--- src/rtl/conv_frame_sequencer.sv ---
// conv_frame_sequencer: walks a ROWS x COLS frame in row-major order, captures datapath results into memory
//   clk/reset_n          clock, asynchronous active-low reset
//   start                launches a frame (sampled in IDLE only)
//   pix_valid/pix_ready  pixel handshake; row_out/col_out name the pixel being taken
//   res_valid/res_data   datapath result strobe and value
//   wr_en/wr_addr/wr_data  result memory write port, one cycle after each result
//   busy/done            frame in progress / one-cycle end-of-frame pulse
//   err_timeout/err_overflow  sticky per-frame error flags, cleared by the next start
module conv_frame_sequencer #(
    parameter int ROWS      = 28,
    parameter int COLS      = 3,
    parameter int DRAIN_MAX = 16,
    localparam int EXPECTED = (ROWS - 2) * COLS,
    localparam int RW       = $clog2(ROWS),
    localparam int CW       = $clog2(COLS),
    localparam int AW       = $clog2(EXPECTED + 1),
    localparam int DW       = $clog2(DRAIN_MAX + 1)
) (
    input  logic          clk,
    input  logic          reset_n,
    input  logic          start,
    input  logic          pix_valid,
    output logic          pix_ready,
    output logic [RW-1:0] row_out,
    output logic [CW-1:0] col_out,
    input  logic          res_valid,
    input  logic [31:0]   res_data,
    output logic          wr_en,
    output logic [AW-1:0] wr_addr,
    output logic [31:0]   wr_data,
    output logic          busy,
    output logic          done,
    output logic          err_timeout,
    output logic          err_overflow
);
    typedef enum logic [1:0] {IDLE, FETCH, DRAIN, DONE} state_t;
    localparam logic [RW-1:0] ROW_LAST   = RW'(ROWS - 1);
    localparam logic [CW-1:0] COL_LAST   = CW'(COLS - 1);
    localparam logic [AW-1:0] CNT_FULL   = AW'(EXPECTED);
    localparam logic [DW-1:0] DRAIN_LAST = DW'(DRAIN_MAX - 1);
    state_t        state_q, state_d;
    logic [RW-1:0] row_q, row_d;
    logic [CW-1:0] col_q, col_d;
    logic [AW-1:0] cnt_q, cnt_d;
    logic [DW-1:0] drain_q, drain_d;
    logic          wr_en_q, wr_en_d;
    logic [AW-1:0] wr_addr_q, wr_addr_d;
    logic [31:0]   wr_data_q, wr_data_d;
    logic          busy_q, busy_d;
    logic          done_q, done_d;
    logic          tout_q, tout_d;
    logic          ovf_q, ovf_d;
    always_comb begin
        state_d   = state_q;
        row_d     = row_q;
        col_d     = col_q;
        cnt_d     = cnt_q;
        drain_d   = drain_q;
        wr_en_d   = 1'b0;
        wr_addr_d = wr_addr_q;
        wr_data_d = wr_data_q;
        tout_d    = tout_q;
        ovf_d     = ovf_q;
        case (state_q)
            IDLE: if (start) begin
                state_d   = FETCH;
                row_d     = '0;
                col_d     = '0;
                cnt_d     = '0;
                drain_d   = '0;
                wr_addr_d = '0;
                tout_d    = 1'b0;
                ovf_d     = 1'b0;
            end
            FETCH: if (pix_valid) begin
                // the final pixel leaves row/col parked on the last index
                if (col_q == COL_LAST) begin
                    if (row_q == ROW_LAST) state_d = DRAIN;
                    else begin
                        col_d = '0;
                        row_d = row_q + RW'(1);
                    end
                end else col_d = col_q + CW'(1);
            end
            DRAIN: begin
                drain_d = drain_q + DW'(1);
                // completion is tested first so it beats a simultaneous timeout
                if (cnt_q == CNT_FULL) state_d = DONE;
                else if (drain_q == DRAIN_LAST) begin
                    state_d = DONE;
                    tout_d  = 1'b1;
                end
            end
            default: state_d = IDLE;
        endcase
        // results are only meaningful while a frame is live; surplus ones are flagged, never written
        if ((state_q == FETCH || state_q == DRAIN) && res_valid) begin
            if (cnt_q == CNT_FULL) ovf_d = 1'b1;
            else begin
                wr_en_d   = 1'b1;
                wr_addr_d = cnt_q;
                wr_data_d = res_data;
                cnt_d     = cnt_q + AW'(1);
            end
        end
        busy_d = state_d == FETCH || state_d == DRAIN;
        done_d = state_d == DONE;
    end
    always_ff @(posedge clk or negedge reset_n) begin
        if (!reset_n) begin
            state_q   <= IDLE;
            row_q     <= '0;
            col_q     <= '0;
            cnt_q     <= '0;
            drain_q   <= '0;
            wr_en_q   <= 1'b0;
            wr_addr_q <= '0;
            wr_data_q <= '0;
            busy_q    <= 1'b0;
            done_q    <= 1'b0;
            tout_q    <= 1'b0;
            ovf_q     <= 1'b0;
        end else begin
            state_q   <= state_d;
            row_q     <= row_d;
            col_q     <= col_d;
            cnt_q     <= cnt_d;
            drain_q   <= drain_d;
            wr_en_q   <= wr_en_d;
            wr_addr_q <= wr_addr_d;
            wr_data_q <= wr_data_d;
            busy_q    <= busy_d;
            done_q    <= done_d;
            tout_q    <= tout_d;
            ovf_q     <= ovf_d;
        end
    end
    assign pix_ready    = state_q == FETCH;
    assign row_out      = row_q;
    assign col_out      = col_q;
    assign wr_en        = wr_en_q;
    assign wr_addr      = wr_addr_q;
    assign wr_data      = wr_data_q;
    assign busy         = busy_q;
    assign done         = done_q;
    assign err_timeout  = tout_q;
    assign err_overflow = ovf_q;
endmodule

--- config.mk ---
export PLATFORM = sky130hd
export DESIGN_NAME = conv_frame_sequencer
export DESIGN_NICKNAME = d
export VERILOG_FILES = /design/src/rtl/conv_frame_sequencer.sv
export SDC_FILE = /design/constraint.sdc
export NUM_CORES = 1
export LEC_CHECK = 0
export ABC_CLOCK_PERIOD_IN_PS = 1900
export CORE_UTILIZATION = 42
export CTS_CLUSTER_DIAMETER = 80
export DETAILED_ROUTE_END_ITERATION = 8
export PLACE_DENSITY = 0.75
export SLEW_MARGIN = 25
export SYNTH_ARGS = -nofsm -noshare
export SYNTH_HDL_FRONTEND = slang
export SYNTH_SLANG_ARGS = --single-unit
--- constraint.sdc ---
create_clock -name clk -period 1.9 [get_ports clk]
set_input_delay 0.19 -clock clk [delete_from_list [all_inputs] [get_ports clk]]
set_output_delay 0.19 -clock clk [all_outputs]
set_load 0.01 [all_outputs]
# [Word-level counts from Yosys, hierarchy flattened]
# Cells that the tools add are included.
[classes] addsub=4 mul=0 div_mod_pow=0 n_lt_le_gt_ge=0 eq_ne=16 shift=0 mux=36 bitwise=1 reduce_logical=11
[op_table] cell="2-to-1 mux 7 bit" n=8
[op_table] cell="2-to-1 mux 2 bit" n=10
[op_table] cell="2-to-1 mux 5 bit" n=4
[op_table] cell="case mux 5 bit (2 select lines)" n=2
[op_table] cell="adder 5 x 1 -> 5 bit (second input constant)" n=2
[op_table] cell="inequality test 2 bit (second input constant)" n=5
[op_table] cell="2-to-1 mux 1 bit" n=9
[op_table] cell="== test 2 bit (second input constant)" n=4
[op_table] cell="AND reduction 4 bit" n=2
[op_table] cell="adder 7 x 1 -> 7 bit (second input constant)" n=1
[op_table] cell="== test 7 bit (second input constant)" n=1
[op_table] cell="case mux 2 bit (3 select lines)" n=1
[op_table] cell="== test 5 x 4 -> 1 bit (second input constant)" n=1
[op_table] cell="== test 5 bit (second input constant)" n=1
[op_table] cell="AND reduction 5 bit" n=1
[op_table] cell="== test 2 x 1 -> 1 bit (second input constant)" n=2
[op_table] cell="case mux 2 bit (2 select lines)" n=1
[op_table] cell="AND reduction 2 bit" n=2
[op_table] cell="nonzero test 2 bit" n=2
[op_table] cell="inequality test 3 bit (second input constant)" n=1
[op_table] cell="adder 2 x 1 -> 2 bit (second input constant)" n=1
[op_table] cell="zero test 2 bit" n=1
[op_table] cell="logical OR 1 bit" n=2
[op_table] cell="inequality test 2 x 1 -> 1 bit (second input constant)" n=1
[op_table] cell="other kinds (3)" n=3
[totals] register_bits=65 latchBits=0 ram_bits=0 romBits=0 inputBits=37 wordCells=80 mem_count=0

# [Longest topological paths before layout]
[depth] ltp_word=7 ltp_mapped=8 mapped_depth_nobuf=7

# [Least setup slack after synthesis]
# Ideal clock, no wire load.
[synth_path] kind="register -> register" from="reg state_q[1]" to="reg busy_q (netlist: busy)" setup_time_ps=126 arrival_time_ps=1723 slack_ps=51 path_stages_with_launch=7 path_buffers=1 period_less_slack_ps=1849 cell_sequence="dfrtp_1 > inv_1 > ha_1 > buf_2 > nand4_1 > a221oi_1 > ha_1"
[synth_lines] item="from (decl)" line="41" source="state_t state_q, state_d;"
[synth_lines] item="from (signal assigned)" line="124" source="state_q <= state_d;"
[synth_lines] item="== test 2 x 1 -> 1 bit (*)"
[synth_lines] item="via pix_ready" line="23" source="output logic pix_ready,"
[synth_lines] item="case mux 2 bit (3 select lines) (*)" line="64" source="case (state_q)"
[synth_lines] item="via state_d[1]" line="41"
[synth_lines] item="== test 2 x 1 -> 1 bit / == test 2 bit (equally long branches)" line="106" source="busy_d = state_d == FETCH || state_d == DRAIN;"
[synth_lines] item="logical OR 1 bit (*)" line="106"
[synth_lines] item="via busy_d" line="49" source="logic busy_q, busy_d;"
[synth_lines] item="to (signal assigned)" line="132" source="busy_q <= busy_d;"
[synth_lines] item="to (decl)" line="49"
# Mark *: on every way through the listed nets, which the timed path passes. The rest lies on a longest branch.
# A chain may end at the register's enable or synchronous reset.

# [Worst setup path after layout]
[layout_path] from="reg state_q[0]" to="reg wr_data_q[8] (netlist: wr_data[8])"
[layout_between] elab_chain_cells=4
[layout_rtl] item="== test 2 x 1 -> 1 bit / == test 2 bit (equally long branches)" line="97" source="if ((state_q == FETCH || state_q == DRAIN) && res_valid) begin"
[layout_rtl] item="logical OR 1 bit (*)" line="97"
[layout_rtl] item="logical AND 1 bit (*)" line="97"
[layout_rtl] item="AND reduction 2 bit (no line) (*)"
[layout_rtl] item="to (signal assigned)" line="131" source="wr_data_q <= wr_data_d;"
[layout_rtl] item="to (decl)" line="48" source="logic [31:0] wr_data_q, wr_data_d;"
# Mark *: on every way between the ends. The rest lies on a longest branch, timed or not.

==> metrics <==
H-tree lvl count=3; gpl congestion=0.820; run status=complete, no violations; gr usage total=0.187; total global routing overflow=0; proportion of power drawn by the clock network=0.193; Hold Vio Cnt, Final=0; Setup crit start=state_q[0]; Highest Signal Layer=met4; final setup vio count=0; Synth Area in XOR/XNOR=0; TritonCTS clock tree=built; Rows=30; P_leak=1.93 nW; Logic pwr share=0.465; Synth Area in Adders=0.0418; Net Switching=1.97 mW; Slew Viols, Final=0; MaxCap Viol Count=0; # DRC=0; Final HPWL DP=4620 um; R2R setup slack=0.09 ns; Synth area leaders=dfrtp_1 (54%), mux2_4 (10%), mux2_2 (5.3%); CP Data Required Time=2.13 ns; Slew @ Worst Pin=0.579 ns; final clock skew=0.0107 ns; Die X=86.5 um; first-pass GRT wire length=10800 um; Antenna Diode Count=0; final WL=6740 um; initial core utilization=0.438; share of cells above drive strength 1=0.260; RSZ-0062 raised after global routing=no; Yosys top cell area share=0.543; Vias/cell=5.03; vias in the first global route=2411; drt pass-1 iters=4; average wire per standard cell=14.7 um; startpoint types=flop; drt initial violations=116; Int Pwr=4.24 mW; Synthesized Nets=282; worst setup path class=reg2reg; fmax=551 MHz; ANT nets after route=0; Seq cells post-synth=65; synth unique cells=45; largest family of logic cells by synthesized area=multiplexers; critical path arrival=2.04 ns; CP Max Fanout=12; Compound-Gate Fraction of Synth Area=0.115; Min Clock Period, post-route=1.81 ns; RR Endpoint=wr_data[8]; Root Driver=clkbuf_8; Post-synth EDFFs=0; post-route setup TNS=0 ns; Vias=2303; Worst-path clk slew=0.08 ns; core area=6830 um^2; Die Y=86.5 um; post-route clock period utilization=0.954; Gate Count Post-Synth=235; nets=404; Flop pwr share=0.342; DR WL met3=367 um; syn avg cell area=12.7 um^2; hold crit path type=in2async; worst skew pair latency=0.34 ns; largest net degree at the start of global routing=66; Top FF cell, synth=dfrtp_1; mux contribution to synthesized area=0.160; DR WL met2=3480 um; VDD IR max=774 uV; clk sinks=65; antenna violations before repair=0; input/output buffers=88; TritonCTS Buffers=9; FFs w/ async S/R, synth=1.00; Layout Area Growth over Synthesis=48.7%; maximum root-to-sink buffer count=2; die area=7470 um^2; most common cell in the netlist=dfrtp_1; Setup crit end=wr_data[8]; Rel. slew slack=0.610; simple logic cell fraction of the synthesized area=0.105; post-synth design cell area=3000 um^2; Metal-1 WL=2850 um; Setup crit end kind=flop; PD cells=1400 nW/um^2; WHS=0.386 ns; sequential fraction of the synthesis area=0.543; cell taking the most area after synthesis=dfrtp_1; YS warnings=0; r2r startpoint=state_q[0]; I/O pin cnt=89; top cells by instance count after synthesis=dfrtp_1 (65), nand2_1 (28), mux2_4 (20); sw frac=0.317; R2R cell count=7
registers in the layout, indices dropped and copies added, names as in the netlist:
register,flops
row_out,5
err_timeout,1
cnt_q,7
wr_data,32
wr_addr,7
state_q,2
wr_en,1
busy,1
col_out,2
drain_q,5
done,1
err_overflow,1
layer usage:
layer / track usage / vias to the layer above
li1: - / 1094
met1: 0.229 / 1143
met2: 0.313 / 61
met3: 0.0676 / 5
met4: 0.0455 / 0
met5: 0 / -
cells by family after synthesis:
family          count (synthesis)
simple gates                   61
buf+inv                        16
fa+ha+maj                      10
compound gates                 47
mux                            36
flops                          65
power groups by stage:
stage	logic (mW)	registers, mW	clock network, mW
global placement	2.69	2.12	0
detailed placement	2.74	2.14	0
global route	3.11	2.19	1.28
CTS	2.75	2.13	1.23
finish	2.89	2.13	1.20
floorplan	1.17	2.35	0
worst max-delay path, stage by stage (launching register included):
cell	delay, ns
dfrtp_1	0.39
inv_2	0.08
ha_4	0.26
nand2_2	0.07
a41oi_4	0.27
buf_6	0.15
clkbuf_16	0.17
mux2_4	0.30
how the worst min path moves through the flow:
| stage | startpoint | endpoint | slack, ns |
|---|---|---|---|
| after floorplan | reset_n | busy | -0.11 |
| after global placement | reset_n | wr_data[23] | 0.24 |
| after detailed placement | reset_n | wr_addr[1] | 0.24 |
| after CTS | reset_n | wr_data[23] | 0.40 |
| after global routing | reset_n | wr_data[23] | 0.41 |
| final | reset_n | wr_data[23] | 0.39 |
layout make-up:
type	count	area [um^2]
Clock buffer	10	138
Clock inverter	6	66.3
Fill cell	531	2380
Inverter	7	26.3
Multi-Input combinational cell	154	1290
Sequential cell	65	1630
Tap cell	96	120
Timing Repair Buffer	120	1180
cells in the final DEF (no fill, tap or decap), drive strengths merged, types with 2 or more instances in the layout:
cell type / netlist / final
mux2i: 2 / 2
inv: 7 / 8
and3: 3 / 3
nor2: 6 / 6
o21a: 2 / 2
nor2b: 4 / 4
ha: 10 / 10
mux2: 34 / 34
a22o: 5 / 5
o211ai: 4 / 4
o21ai: 17 / 17
clkbuf: 2 / 12
and2: 2 / 2
a21oi: 4 / 4
nand2b: 2 / 2
nand3: 6 / 6
nand4: 5 / 5
o41ai: 2 / 2
a41oi: 2 / 2
nand2: 28 / 28
clkdlybuf4s50: 0 / 86
buf: 7 / 30
dfrtp: 65 / 65
a31oi: 2 / 2
clkinvlp: 0 / 3
per-stage QoR:
stage          std cells  power [mW]  setup slack (ns)  utilization  area [um^2]
3_3_place_gp         435        4.80            0.0866        0.604         4120
3_5_place_dp         435        4.88            0.0307        0.604         4120
6_report             458        6.22            0.0866        0.652         4450
5_1_grt              458        6.58            0.0214        0.652         4450
2_1_floorplan        235        3.52            0.0509            -         3000
4_1_cts              452        6.11           0.00995        0.635         4340
repair_timing:
action	4_1_cts	5_1_grt
gates resized for setup	2	7
setup buffers	0	4
hold buffers	1	0
gates cloned	0	2
setup endpoints to repair	1	39
hold endpoints to repair	65	0
pin swaps	0	1
(Power assumes the default switching activity.)
